<file path="src/rtl/battleship_player_turn.sv">
// battleship_player_turn
//   Player-turn engine for the battleship game. Once the game controller
//   grants a turn, it takes one row/column shot over a valid/ready handshake.
//   Off-board and repeated shots are rejected. An accepted shot is resolved
//   against the enemy ship map. The block tracks shot/hit maps, the hit
//   count, player life and sticky win/lose flags.
//
// Ports
//   clk, rst        clock; asynchronous active-low reset
//   turn_start      controller grants a turn (ignored outside IDLE)
//   sel_valid/row/col/ready/reject
//                   shot request handshake; reject is a 1-cycle pulse
//   enemy_ships     flattened ship occupancy, bit = row*BOARD_N+col
//   enemy_hit       opponent hit the player's fleet this cycle
//   shot_map, hit_map, hit_count, player_hit
//                   shot bookkeeping; player_hit holds the last result
//   turn_done, turn_timeout
//                   end-of-turn pulses (turn_timeout only on forfeit)
//   player_life, player_win, player_lose
//                   life counter and sticky outcome flags
module battleship_player_turn #(
  parameter int BOARD_N        = 5,
  parameter int SHIP_CELLS     = 5,
  parameter int MAX_LIFE       = 5,
  parameter int TIMEOUT_CYCLES = 15,
  localparam int CW = ($clog2(BOARD_N) < 1) ? 1 : $clog2(BOARD_N),
  localparam int NC = BOARD_N * BOARD_N,
  localparam int HW = ($clog2(SHIP_CELLS + 1) < 1) ? 1 : $clog2(SHIP_CELLS + 1)
) (
  input  logic          clk,
  input  logic          rst,
  input  logic          turn_start,
  input  logic          sel_valid,
  input  logic [CW-1:0] sel_row,
  input  logic [CW-1:0] sel_col,
  output logic          sel_ready,
  output logic          sel_reject,
  input  logic [NC-1:0] enemy_ships,
  input  logic          enemy_hit,
  output logic [NC-1:0] shot_map,
  output logic [NC-1:0] hit_map,
  output logic [HW-1:0] hit_count,
  output logic          player_hit,
  output logic          turn_done,
  output logic          turn_timeout,
  output logic [3:0]    player_life,
  output logic          player_win,
  output logic          player_lose
);

  localparam int TW = ($clog2(TIMEOUT_CYCLES + 1) < 1) ? 1 : $clog2(TIMEOUT_CYCLES + 1);

  typedef enum logic [1:0] {
    S_IDLE,
    S_WAIT_SEL,
    S_RESOLVE,
    S_DONE
  } state_t;

  state_t          state_q, state_d;
  logic [TW-1:0]   timer_q, timer_d;
  logic [CW-1:0]   row_q, row_d;
  logic [CW-1:0]   col_q, col_d;
  logic [NC-1:0]   shot_q, shot_d;
  logic [NC-1:0]   hitm_q, hitm_d;
  logic [HW-1:0]   hc_q, hc_d;
  logic            phit_q, phit_d;
  logic            done_q, done_d;
  logic            tmo_q, tmo_d;
  logic            rej_q, rej_d;
  logic [3:0]      life_q, life_d;
  logic            win_q, win_d;
  logic            lose_q, lose_d;

  logic [NC-1:0]   sel_mask;
  logic [NC-1:0]   cur_mask;
  logic            sel_fresh;
  logic            cur_hit;

  // One-hot cell masks. An off-board coordinate matches no cell, which
  // gives an all-zero mask, so the on-board test is simply "mask non-zero".
  always_comb begin
    sel_mask = '0;
    cur_mask = '0;
    for (int unsigned r = 0; r < BOARD_N; r++) begin
      for (int unsigned c = 0; c < BOARD_N; c++) begin
        if (sel_row == CW'(r) && sel_col == CW'(c)) sel_mask[r*BOARD_N+c] = 1'b1;
        if (row_q   == CW'(r) && col_q   == CW'(c)) cur_mask[r*BOARD_N+c] = 1'b1;
      end
    end
  end

  assign sel_fresh = (|sel_mask) && ((shot_q & sel_mask) == '0);
  assign cur_hit   = |(enemy_ships & cur_mask);

  always_comb begin
    state_d = state_q;
    timer_d = timer_q;
    row_d   = row_q;
    col_d   = col_q;
    shot_d  = shot_q;
    hitm_d  = hitm_q;
    hc_d    = hc_q;
    phit_d  = phit_q;
    done_d  = 1'b0;
    tmo_d   = 1'b0;
    rej_d   = 1'b0;
    life_d  = life_q;
    win_d   = win_q;
    lose_d  = lose_q;

    case (state_q)
      S_IDLE: begin
        if (turn_start && !win_q && !lose_q) begin
          state_d = S_WAIT_SEL;
          timer_d = TW'(TIMEOUT_CYCLES);
        end
      end
      S_WAIT_SEL: begin
        if (timer_q != '0) timer_d = timer_q - 1'b1;
        // An accepted shot takes priority over a timer expiring on the same edge.
        if (sel_valid && sel_fresh) begin
          row_d   = sel_row;
          col_d   = sel_col;
          state_d = S_RESOLVE;
        end else begin
          if (sel_valid) rej_d = 1'b1;
          // A timer loaded with zero never reaches 1, so a zero timeout never expires.
          if (timer_q == TW'(1)) begin
            done_d  = 1'b1;
            tmo_d   = 1'b1;
            state_d = S_IDLE;
          end
        end
      end
      S_RESOLVE: begin
        shot_d = shot_q | cur_mask;
        phit_d = cur_hit;
        if (cur_hit) begin
          hitm_d = hitm_q | cur_mask;
          if (hc_q != HW'(SHIP_CELLS)) hc_d = hc_q + 1'b1;
        end
        state_d = S_DONE;
      end
      S_DONE: begin
        done_d = 1'b1;
        if (hc_q == HW'(SHIP_CELLS) && !lose_q) win_d = 1'b1;
        state_d = S_IDLE;
      end
      default: state_d = S_IDLE;
    endcase

    // A win decided on this same edge takes precedence over losing the last life.
    if (enemy_hit && !win_q && life_q != 4'd0) begin
      life_d = life_q - 4'd1;
      if (life_q == 4'd1 && !win_d) lose_d = 1'b1;
    end
  end

  always_ff @(posedge clk or negedge rst) begin
    if (!rst) begin
      state_q <= S_IDLE;
      timer_q <= '0;
      row_q   <= '0;
      col_q   <= '0;
      shot_q  <= '0;
      hitm_q  <= '0;
      hc_q    <= '0;
      phit_q  <= 1'b0;
      done_q  <= 1'b0;
      tmo_q   <= 1'b0;
      rej_q   <= 1'b0;
      life_q  <= 4'(MAX_LIFE);
      win_q   <= 1'b0;
      lose_q  <= 1'b0;
    end else begin
      state_q <= state_d;
      timer_q <= timer_d;
      row_q   <= row_d;
      col_q   <= col_d;
      shot_q  <= shot_d;
      hitm_q  <= hitm_d;
      hc_q    <= hc_d;
      phit_q  <= phit_d;
      done_q  <= done_d;
      tmo_q   <= tmo_d;
      rej_q   <= rej_d;
      life_q  <= life_d;
      win_q   <= win_d;
      lose_q  <= lose_d;
    end
  end

  assign sel_ready    = (state_q == S_WAIT_SEL);
  assign sel_reject   = rej_q;
  assign shot_map     = shot_q;
  assign hit_map      = hitm_q;
  assign hit_count    = hc_q;
  assign player_hit   = phit_q;
  assign turn_done    = done_q;
  assign turn_timeout = tmo_q;
  assign player_life  = life_q;
  assign player_win   = win_q;
  assign player_lose  = lose_q;

endmodule

</file>
<file path="config.mk">
export PLATFORM = sky130hd
export DESIGN_NAME = battleship_player_turn
export DESIGN_NICKNAME = d
export VERILOG_FILES = /design/src/rtl/battleship_player_turn.sv
export SDC_FILE = /design/constraint.sdc
export NUM_CORES = 1
export LEC_CHECK = 0
export ABC_CLOCK_PERIOD_IN_PS = 5300
export CAP_MARGIN = 30
export CELL_PAD_IN_SITES_DETAIL_PLACEMENT = 1
export CELL_PAD_IN_SITES_GLOBAL_PLACEMENT = 1
export CORE_MARGIN = 1
export CORE_UTILIZATION = 25
export DETAILED_ROUTE_END_ITERATION = 8
export PLACE_DENSITY_LB_ADDON = 0.1
export SLEW_MARGIN = 10
export SYNTH_ARGS = -nofsm -noshare
export SYNTH_HDL_FRONTEND = slang
export SYNTH_SLANG_ARGS = --single-unit
</file>
<file path="constraint.sdc">
create_clock -name clk -period 5.3 [get_ports clk]
set_input_delay 1.06 -clock clk [delete_from_list [all_inputs] [get_ports clk]]
set_output_delay 1.06 -clock clk [all_outputs]
set_load 0.01 [all_outputs]
</file>
== After elaboration in Yosys (flattened, before gate mapping) ==
Cells that the tools add are included.
Storage, ports and cells
  bits in registers: 75
  logic and storage cells: 191
  memories: 0
  RAM bits: 0
  latch bits: 0
  memory bits (read-only): 0
Cells by class
  eq/ne operators: 26
  bitwise operators: 4
  order comparisons: 0
  shift-type cells: 0
  $mul: 0
  reductions and logical operators: 78
  add/subtract/negate cells: 3
  multiplexer cells: 66
  div/mod/pow operators: 0
Operators with widths (count)
  $logic_and 1x1->1: 58
  $mux 1: 58
  $and 25x25->25: 2
  $or 25x25->25: 2
  $reduce_or 25->1: 2
  $logic_not 25->1: 1
  $eq 3x2->1 const B: 8
  $eq 3x3->1 const B: 5
  $eq 3x1->1 const B: 4
  $logic_not 3->1: 4
  $eq 4x1->1 const B: 2
  $mux 4: 2
  $pmux 2 s4: 1
  $pmux 4 s2: 1
  $reduce_and 2->1: 4
  $reduce_bool 4->1: 2
  $sub 4x1->4 const B: 2
  $mux 2: 3
  $reduce_and 3->1: 2
  $eq 2x2->1 const B: 2
  $add 3x1->3 const B: 1
  $logic_not 1->1: 3
  $ne 3x1->1 const B: 1
  $ne 3x3->1 const B: 1
  6 further kinds: 6

== Logic depth before layout (Yosys ltp) ==
Gate-level depths: netlist of run 1.
  depth in word-level cells: 9
  gate-level depth with buffers: 9
  depth with buffers taken out: 6

== Worst setup path after synthesis of run 1 ==
OpenSTA, ideal clock, no wires.
  path type: input -> register
  from: input port sel_col[0]
  to: register col_q[0]
  setup time: 125 ps
  buffers on the path: 1
  arrival time: 2682 ps
  setup slack: 2493 ps
  cell stages on the path: 7
  cell sequence: buf_6 mux4_2 nor3b_1 a31oi_2 nor2_2 nor3_4 mux2_4
Between the ends
  word-level cells in the longest chain between the ends: 8
  elaborated cells between the ends (all ways): 61
RTL lines
  start: declaration: RTL line 35  | input logic [CW-1:0] sel_col,
  $eq 3x1->1 (tied with other cells): RTL line 87  | if (sel_row == CW'(r) && sel_col == CW'(c)) sel_mask[r*BOARD_N+c] = 1'b1;
  $logic_and 1x1->1: RTL line 87
  $mux 1: RTL line 87
  $and 25x25->25: RTL line 93  | assign sel_fresh = (|sel_mask) && ((shot_q & sel_mask) == '0);
  $logic_not 25->1: RTL line 93
  $logic_and 1x1->1: RTL line 93
  $logic_and 1x1->1: RTL line 122  | if (sel_valid && sel_fresh) begin
  $reduce_and 2->1 (no line)
  end signal: assignment: RTL line 180  | col_q <= col_d;
  end: declaration: RTL line 63  | logic [CW-1:0] col_q, col_d;
Parallel ways exist; a longest one is shown, timed or not.
A chain may end at the register's enable or synchronous reset.

== Worst setup path in the final report of run 1 ==
  from: input port sel_col[1]
  to: register row_q[0]
Between the ends
  word-level cells in the longest chain between the ends: 8
  elaborated cells between the ends (all ways): 61
RTL lines
  $eq 3x1->1 (tied with other cells): RTL line 87
  $logic_and 1x1->1: RTL line 87
  $mux 1: RTL line 87
  $and 25x25->25: RTL line 93
  $logic_not 25->1: RTL line 93
  $logic_and 1x1->1 *: RTL line 93
  $logic_and 1x1->1 *: RTL line 122
  $reduce_and 2->1 (no line) *
  end signal: assignment: RTL line 179  | row_q <= row_d;
  end: declaration: RTL line 62  | logic [CW-1:0] row_q, row_d;
Mark *: on every way between the ends. The rest lies on a longest branch, timed or not.

==> results.md, run 1 <==
- Placer Congestion: 0.758
- Largest net degree at the start of global routing: 45
- Die height: 124 um
- # hold bufs at CTS: 0
- Post-Syn Area: 3710 sq um
- CTS Buf Count: 9
- Synth async-reset ratio: 100%
- Synth area leader: dfrtp_1
- Number of max-cap violations: 0
- Routed Antenna Nets: 0
- IR Drop Worst-Case VDD: 166 uV
- Period utilization: 66.4%
- Final hold violation count: 0
- Design Area, Final: 5120 sq um
- Routed vias: 2,950
- Antenna violations before repair: 0
- Flop2flop setup slack: 2.20 ns
- Clock slew at reported path FFs: 0.06 ns
- Maximum clock rate: 284 MHz
- Setup crit end kind: flip-flop
- Switch Pwr: 1.10 mW
- CP Launch Point: sel_col[1]
- Drt pass-1 iters: 4
- CTS tree: built
- Initial DRC Count: 145
- R2r startpoint: col_q[0]
- Synth top area cells: dfrtp_1 (49%), a21o_1 (4.9%), a31o_1 (3.5%), mux2i_1 (3.0%), a41o_1 (2.7%)
- Most frequent cell after synthesis: dfrtp_1
- Comb power frac: 42.2%
- Worst EP required: 5.52 ns
- Initial Utilization: 25.6%
- Ys Warns: 0
- DP HPWL: 8.25 mm
- Vias/cell: 4.86
- Final setup vio count: 0
- Status: finished clean
- Rows: 44
- Reg2reg end: hit_map[14]
- Syn_nets: 365
- Worst-Margin Slew: 0.872 ns
- Clock power frac: 20.4%
- DP Area: 4840 sq um
- Unrepaired setup endpoints after global routing: false
- Total leakage power: 2.38 nW
- Core area: 14,500 sq um
- Yosys cell types: 61
- Fill cells: 1,592
- Worst Setup EP: row_q[0]
- Fin Clk Skew: 0.00503 ns
- Die W: 124 um
- Syn Inst Count: 323
- Sequential power share: 37.4%
- Layout cells sized above 1: 11.3%
- Arrival time at the worst endpoint: 3.74 ns
- Max_slew headroom: 41.7%
- Ports: 100
- Top cell type's share of synthesized area: 49.3%
- Worst setup SP type: primary input
- GRT Total Usage: 16.6%
- Worst Path Max Fanout: 15
- Antenna diodes: 0
- FF-to-FF path depth: 5
- First-pass GRT wire length: 18.4 mm
- Sw Ratio: 39.2%
- Ys flop type: dfrtp_1
- Register area share after synthesis: 50.7%
- Post-CTS Setup Inserts: 0
- Nets: 460
- Clock buffer depth: 2
- Clk_lat worst skew: 0.34 ns
- H-tree depth: 3
- Vias in the first global route: 3,099
- Synth-to-layout area growth: 38.2%
- CTS root buf: clkbuf_16
- Total clock sinks: 75
- Synth cell count leaders: dfrtp_1 (73), a21o_1 (24), nand2_1 (20)
- FF+latch count, synth: 75
- EDFF count, synth: 0
- Fin crit period: 3.52 ns
- Avg Inst Size Synth: 11.5 sq um
- Hold WC Path Type: flip-flop to flip-flop
- # DRC: 0
- Slew Viols, Final: 0
- Die area: 15,300 sq um
- PD cells: 548 nW/um^2
- Total Wirelength: 11.8 mm
- Grt ovf: 0
- TNS Setup: 0 ns
- Post-cts sizing count: 0
- Setup CP Type: primary input to flip-flop
- Internal: 1.71 mW
- # port buffers: 99
- DR WL/cell: 19.4 um
-- worst min path at each step --
stage,start,cells past startpoint,endpoint
after CTS,hit_map[20],1,hit_map[20]
after global routing,hit_map[20],1,hit_map[20]
after floorplan,hit_map[10],1,hit_map[10]
after global placement,hit_map[24],1,hit_map[24]
final,hit_map[12],1,hit_map[12]
after detailed placement,hit_map[16],1,hit_map[16]
-- power by group through the flow --
stage          clock network [mW]  logic, mW  registers, mW
2_1_floorplan                   0      0.664           1.01
3_3_place_gp                    0       1.19           1.07
3_5_place_dp                    0       1.20           1.06
4_1_cts                     0.595       1.20           1.06
5_1_grt                     0.621       1.31           1.09
6_report                    0.573       1.19           1.05
-- flip-flops by register name, indices dropped and copies added, names as in the netlist, 3 cells and up, named ones only --
| register | count |
|---|---|
| shot_map | 25 |
| hit_count | 3 |
| player_life | 4 |
| timer_q | 4 |
| row_q | 3 |
| hit_map | 25 |
| col_q | 3 |
-- per-stage QoR --
stage | instances | hold slack, ns | util [%] | total power [mW] | setup WS [ns]
floorplan | 323 | 0.503 | - | 1.67 | 2.49
global placement | 589 | 0.449 | 33.2 | 2.25 | 1.53
detailed placement | 590 | 0.454 | 33.4 | 2.26 | 1.47
CTS | 606 | 0.473 | 35.3 | 2.85 | 1.81
global route | 607 | 0.484 | 35.4 | 3.03 | 1.56
finish | 607 | 0.467 | 35.4 | 2.81 | 1.78
-- layout make-up --
cell class                      instances  area (sq um)  share of cell area, %
Sequential cell                        75          1880                   36.7
Tap cell                              184           230                   4.49
Clock buffer                            9           225                   4.39
Inverter                               11          41.3                  0.806
Timing Repair Buffer                  106          1060                   20.7
Multi-Input combinational cell        215          1640                   31.9
Clock inverter                          7          52.6                   1.03
-- cell families (layout without fill, tap and decap cells) --
family	Yosys count	count (layout)	synth area share, %
buffers and inverters	33	133	5.47
muxes	22	22	7.12
AOI/OAI and AO/OA	95	95	19.8
adders and majority gates	6	6	2.02
DFF	75	75	50.7
xor gates and xnor gates	5	5	1.18
and+or+nand+nor	87	87	13.7
-- routing by layer --
layer	up-vias	track usage [%]	routed length [um]
met5	-	0	0
met3	11	4.35	720
li1	1384	-	-
met4	0	6.33	199
met2	72	24.1	5170
met1	1483	23.3	5680
-- placed cells by master, fill, tap and decap left out, types with 5 or more instances in the layout --
cell type	instances
clkdlybuf4s50_1	98
dfrtp_1	73
a21o_1	24
nand2_1	20
nor2_1	17
a31o_1	15
mux2i_1	11
a21oi_1	11
inv_1	10
a41o_1	10
clkbuf_16	9
o21ai_0	8
buf_4	7
nand3b_1	6
nor3b_1	6
ha_1	6
a31oi_1	5
mux2_4	5
-- critical path: stages --
cell	delay [ns]
clkdlybuf4s50_1	0.82
mux2i_1	0.26
o22ai_1	0.12
o311ai_0	0.47
nand4_2	0.21
nor3_4	0.46
mux2_4	0.34
(Power assumes the default switching activity.)
==> run 2: changes to the inputs <==
ABC_CLOCK_PERIOD_IN_PS = 3400   (was 5300)
clock period = 3.4 ns   (was 5.3 ns; I/O delays follow)
==> results.md, run 2 (synthesized netlist as in run 1, its figures left out) <==
- Design Area, Final: 5170 sq um (was 5120 sq um)
- DR WL/cell: 19.5 um (was 19.4 um)
- Setup crit end kind: flip-flop (unchanged)
- Clock power frac: 20.3% (was 20.4%)
- Post-layout power: 4.42 mW (was 2.81 mW)
- FF-to-FF path depth: 6 (was 5)
- Flop2flop setup slack: 0.73 ns (was 2.20 ns)
- Slew Viols, Final: 0 (unchanged)
- CTS Buf Count: 9 (unchanged)
- Nets: 466 (was 460)
- Max_slew headroom: 36.1% (was 41.7%)
- Die W: 124 um (unchanged)
- Top delay family on crit path: simple AND/OR/NAND/NOR gates (was buffers and inverters)
- Clock buffer depth: 2 (unchanged)
- Most common cell after layout, fill and taps aside: clkdlybuf4s50_1 (unchanged)
- Worst EP required: 3.62 ns (was 5.52 ns)
- Grt ovf: 0 (unchanged)
- Die area: 15,300 sq um (unchanged)
- Core area: 14,500 sq um (unchanged)
- TNS Setup: 0 ns (unchanged)
- PD cells: 856 nW/um^2 (was 548 nW/um^2)
- First-pass GRT wire length: 18.3 mm (was 18.4 mm)
- Reg2reg end: hit_map[20] (was hit_map[14])
- # DRC: 0 (unchanged)
- Routed Antenna Nets: 0 (unchanged)
- # port buffers: 99 (unchanged)
- CTS root buf: clkbuf_16 (unchanged)
- Status: finished clean (unchanged)
- Total Wirelength: 11.9 mm (was 11.8 mm)
- Routed vias: 2,998 (was 2,950)
- Drt pass-1 iters: 5 (was 4)
- Reg area: 1880 sq um (unchanged)
- Clock slew at reported path FFs: 0.06 ns (about the same)
- IR Drop Worst-Case VDD: 249 uV (was 166 uV)
- Fill cells: 1,586 (was 1,592)
- Most frequent cells in the layout: clkdlybuf4s50_1 (98), dfrtp_1 (73), a21o_1 (24), nand2_1 (20), nor2_1 (17) (unchanged)
- Fin cells: 612 (was 607)
- Layout cells sized above 1: 12.1% (was 11.3%)
- Maximum clock rate: 342 MHz
- Antenna violations before repair: 0 (unchanged)
- Fin crit period: 2.93 ns
- CP max-delay cell: clkdlybuf4s50_1 (unchanged)
- Antenna diodes: 0 (unchanged)
- Internal: 2.72 mW (was 1.71 mW)
- CTS tree: built (unchanged)
- Worst path bufs/invs: 1 (unchanged)
- Arrival time at the worst endpoint: 3.14 ns (was 3.74 ns)
- Worst Path Max Fanout: 7 (was 15)
- Rows: 44 (unchanged)
- Fin Clk Skew: 0.00521 ns (was 0.00503 ns)
- Inst Count DP: 597 (was 590)
- Area occupied by multi-input gates: 1630 sq um (was 1640 sq um)
- DP HPWL: 8.32 mm (was 8.25 mm)
- Worst setup SP type: primary input (unchanged)
- Fin util: 35.7% (was 35.4%)
- Crit path cell chain: clkdlybuf4s50_1 -> mux2i_1 -> o22ai_1 -> o311ai_0 -> nand4_2 -> nor3_4 -> mux2_4 (unchanged)
- H-tree depth: 3 (unchanged)
- Setup CP Type: primary input to flip-flop (unchanged)
- Number of max-cap violations: 0 (unchanged)
- Clk_lat worst skew: 0.34 ns (about the same)
- Post-cts sizing count: 0 (unchanged)
- Vias/cell: 4.90 (was 4.86)
- Unrepaired setup endpoints after global routing: false (unchanged)
- GRT Total Usage: 16.5% (was 16.6%)
- Comb power frac: 43.2% (was 42.2%)
- Crit-path max cell delay: 0.62 ns (was 0.82 ns)
- Post-CTS Setup Inserts: 0 (unchanged)
- Total leakage power: 2.42 nW (was 2.38 nW)
- R2r startpoint: col_q[1] (was col_q[0])
- Ports: 100 (unchanged)
- Worst-Margin Slew: 0.955 ns (was 0.872 ns)
- Final setup vio count: 0 (unchanged)
- Period utilization: 86.0%
- Final hold violation count: 0 (unchanged)
- Switch Pwr: 1.71 mW (was 1.10 mW)
- Placer Congestion: 0.745 (was 0.758)
- Vias in the first global route: 3,096 (was 3,099)
- Synth-to-layout area growth: 39.4% (was 38.2%)
- DP Area: 4890 sq um (was 4840 sq um)
- Sw Ratio: 38.6% (was 39.2%)
- Hold WC Path Type: primary input to asynchronous set/reset pin (was flip-flop to flip-flop)
- Initial DRC Count: 98 (was 145)
- Sequential power share: 36.5% (was 37.4%)
- Initial Utilization: 25.6% (unchanged)
- Largest net degree at the start of global routing: 51 (was 45)
- Die height: 124 um (unchanged)
- # hold bufs at CTS: 0 (unchanged)
- Total clock sinks: 75 (unchanged)
run 2: cell count changes in the layout (fill, tap and decap cells not counted), sizes merged:
cell | before | now
clkbuf | 9 | 11
clkinvlp | 4 | 1
buf | 8 | 14
clkinv | 1 | 3
inv | 13 | 11
run 2: final cells by class:
type | count | area share, %
clock buffers | 11 | 4.89
clock inverters | 4 | 0.509
inverters | 11 | 0.799
multi-input cells | 215 | 31.6
flip-flops and latches | 75 | 36.4
well taps | 184 | 4.46
repair buffers | 112 | 21.4
run 2: layer usage:
layer  GRT usage [%]  part of all wire, %  vias up
met1            23.4                   49     1524
met2            23.8                   43       72
li1                -                    -     1389
met5               0                    0        -
met3            4.95                  6.8       13
met4            5.65                  1.4        0
run 2: worst max-delay path by stage:
stage	startpoint	endpoint	depth (start not counted)
2_1_floorplan	sel_col[0]	col_q[0]	7
3_3_place_gp	sel_col[1]	row_q[1]	7
3_5_place_dp	sel_col[0]	col_q[0]	7
4_1_cts	sel_col[1]	col_q[0]	7
5_1_grt	sel_col[0]	row_q[0]	7
6_report	sel_col[1]	col_q[0]	7
run 2: power groups by stage:
stage                     combinational, mW  sequential [mW]  clock (mW)
after floorplan                        1.03             1.58           0
after global placement                 1.92             1.63           0
after detailed placement               1.94             1.63           0
after CTS                              1.95             1.62       0.930
after global routing                   2.10             1.68       0.966
final                                  1.91             1.62       0.896
run 2: per-stage QoR:
| step | setup slack (ns) | hold slack, ns |
|---|---|---|
| 2_1_floorplan | 0.973 | 0.384 |
| 3_3_place_gp | 0.211 | 0.450 |
| 3_5_place_dp | 0.200 | 0.457 |
| 4_1_cts | 0.527 | 0.264 |
| 5_1_grt | 0.222 | 0.276 |
| 6_report | 0.475 | 0.260 |
run 2: worst register-to-register path, stage by stage (launching register included):
cell and delay [ns]:
dfrtp_1 0.57, and3_1 0.56, a22o_1 0.37, a221oi_2 0.45, nand2_1 0.09, buf_4 0.24
a41o_1 0.27
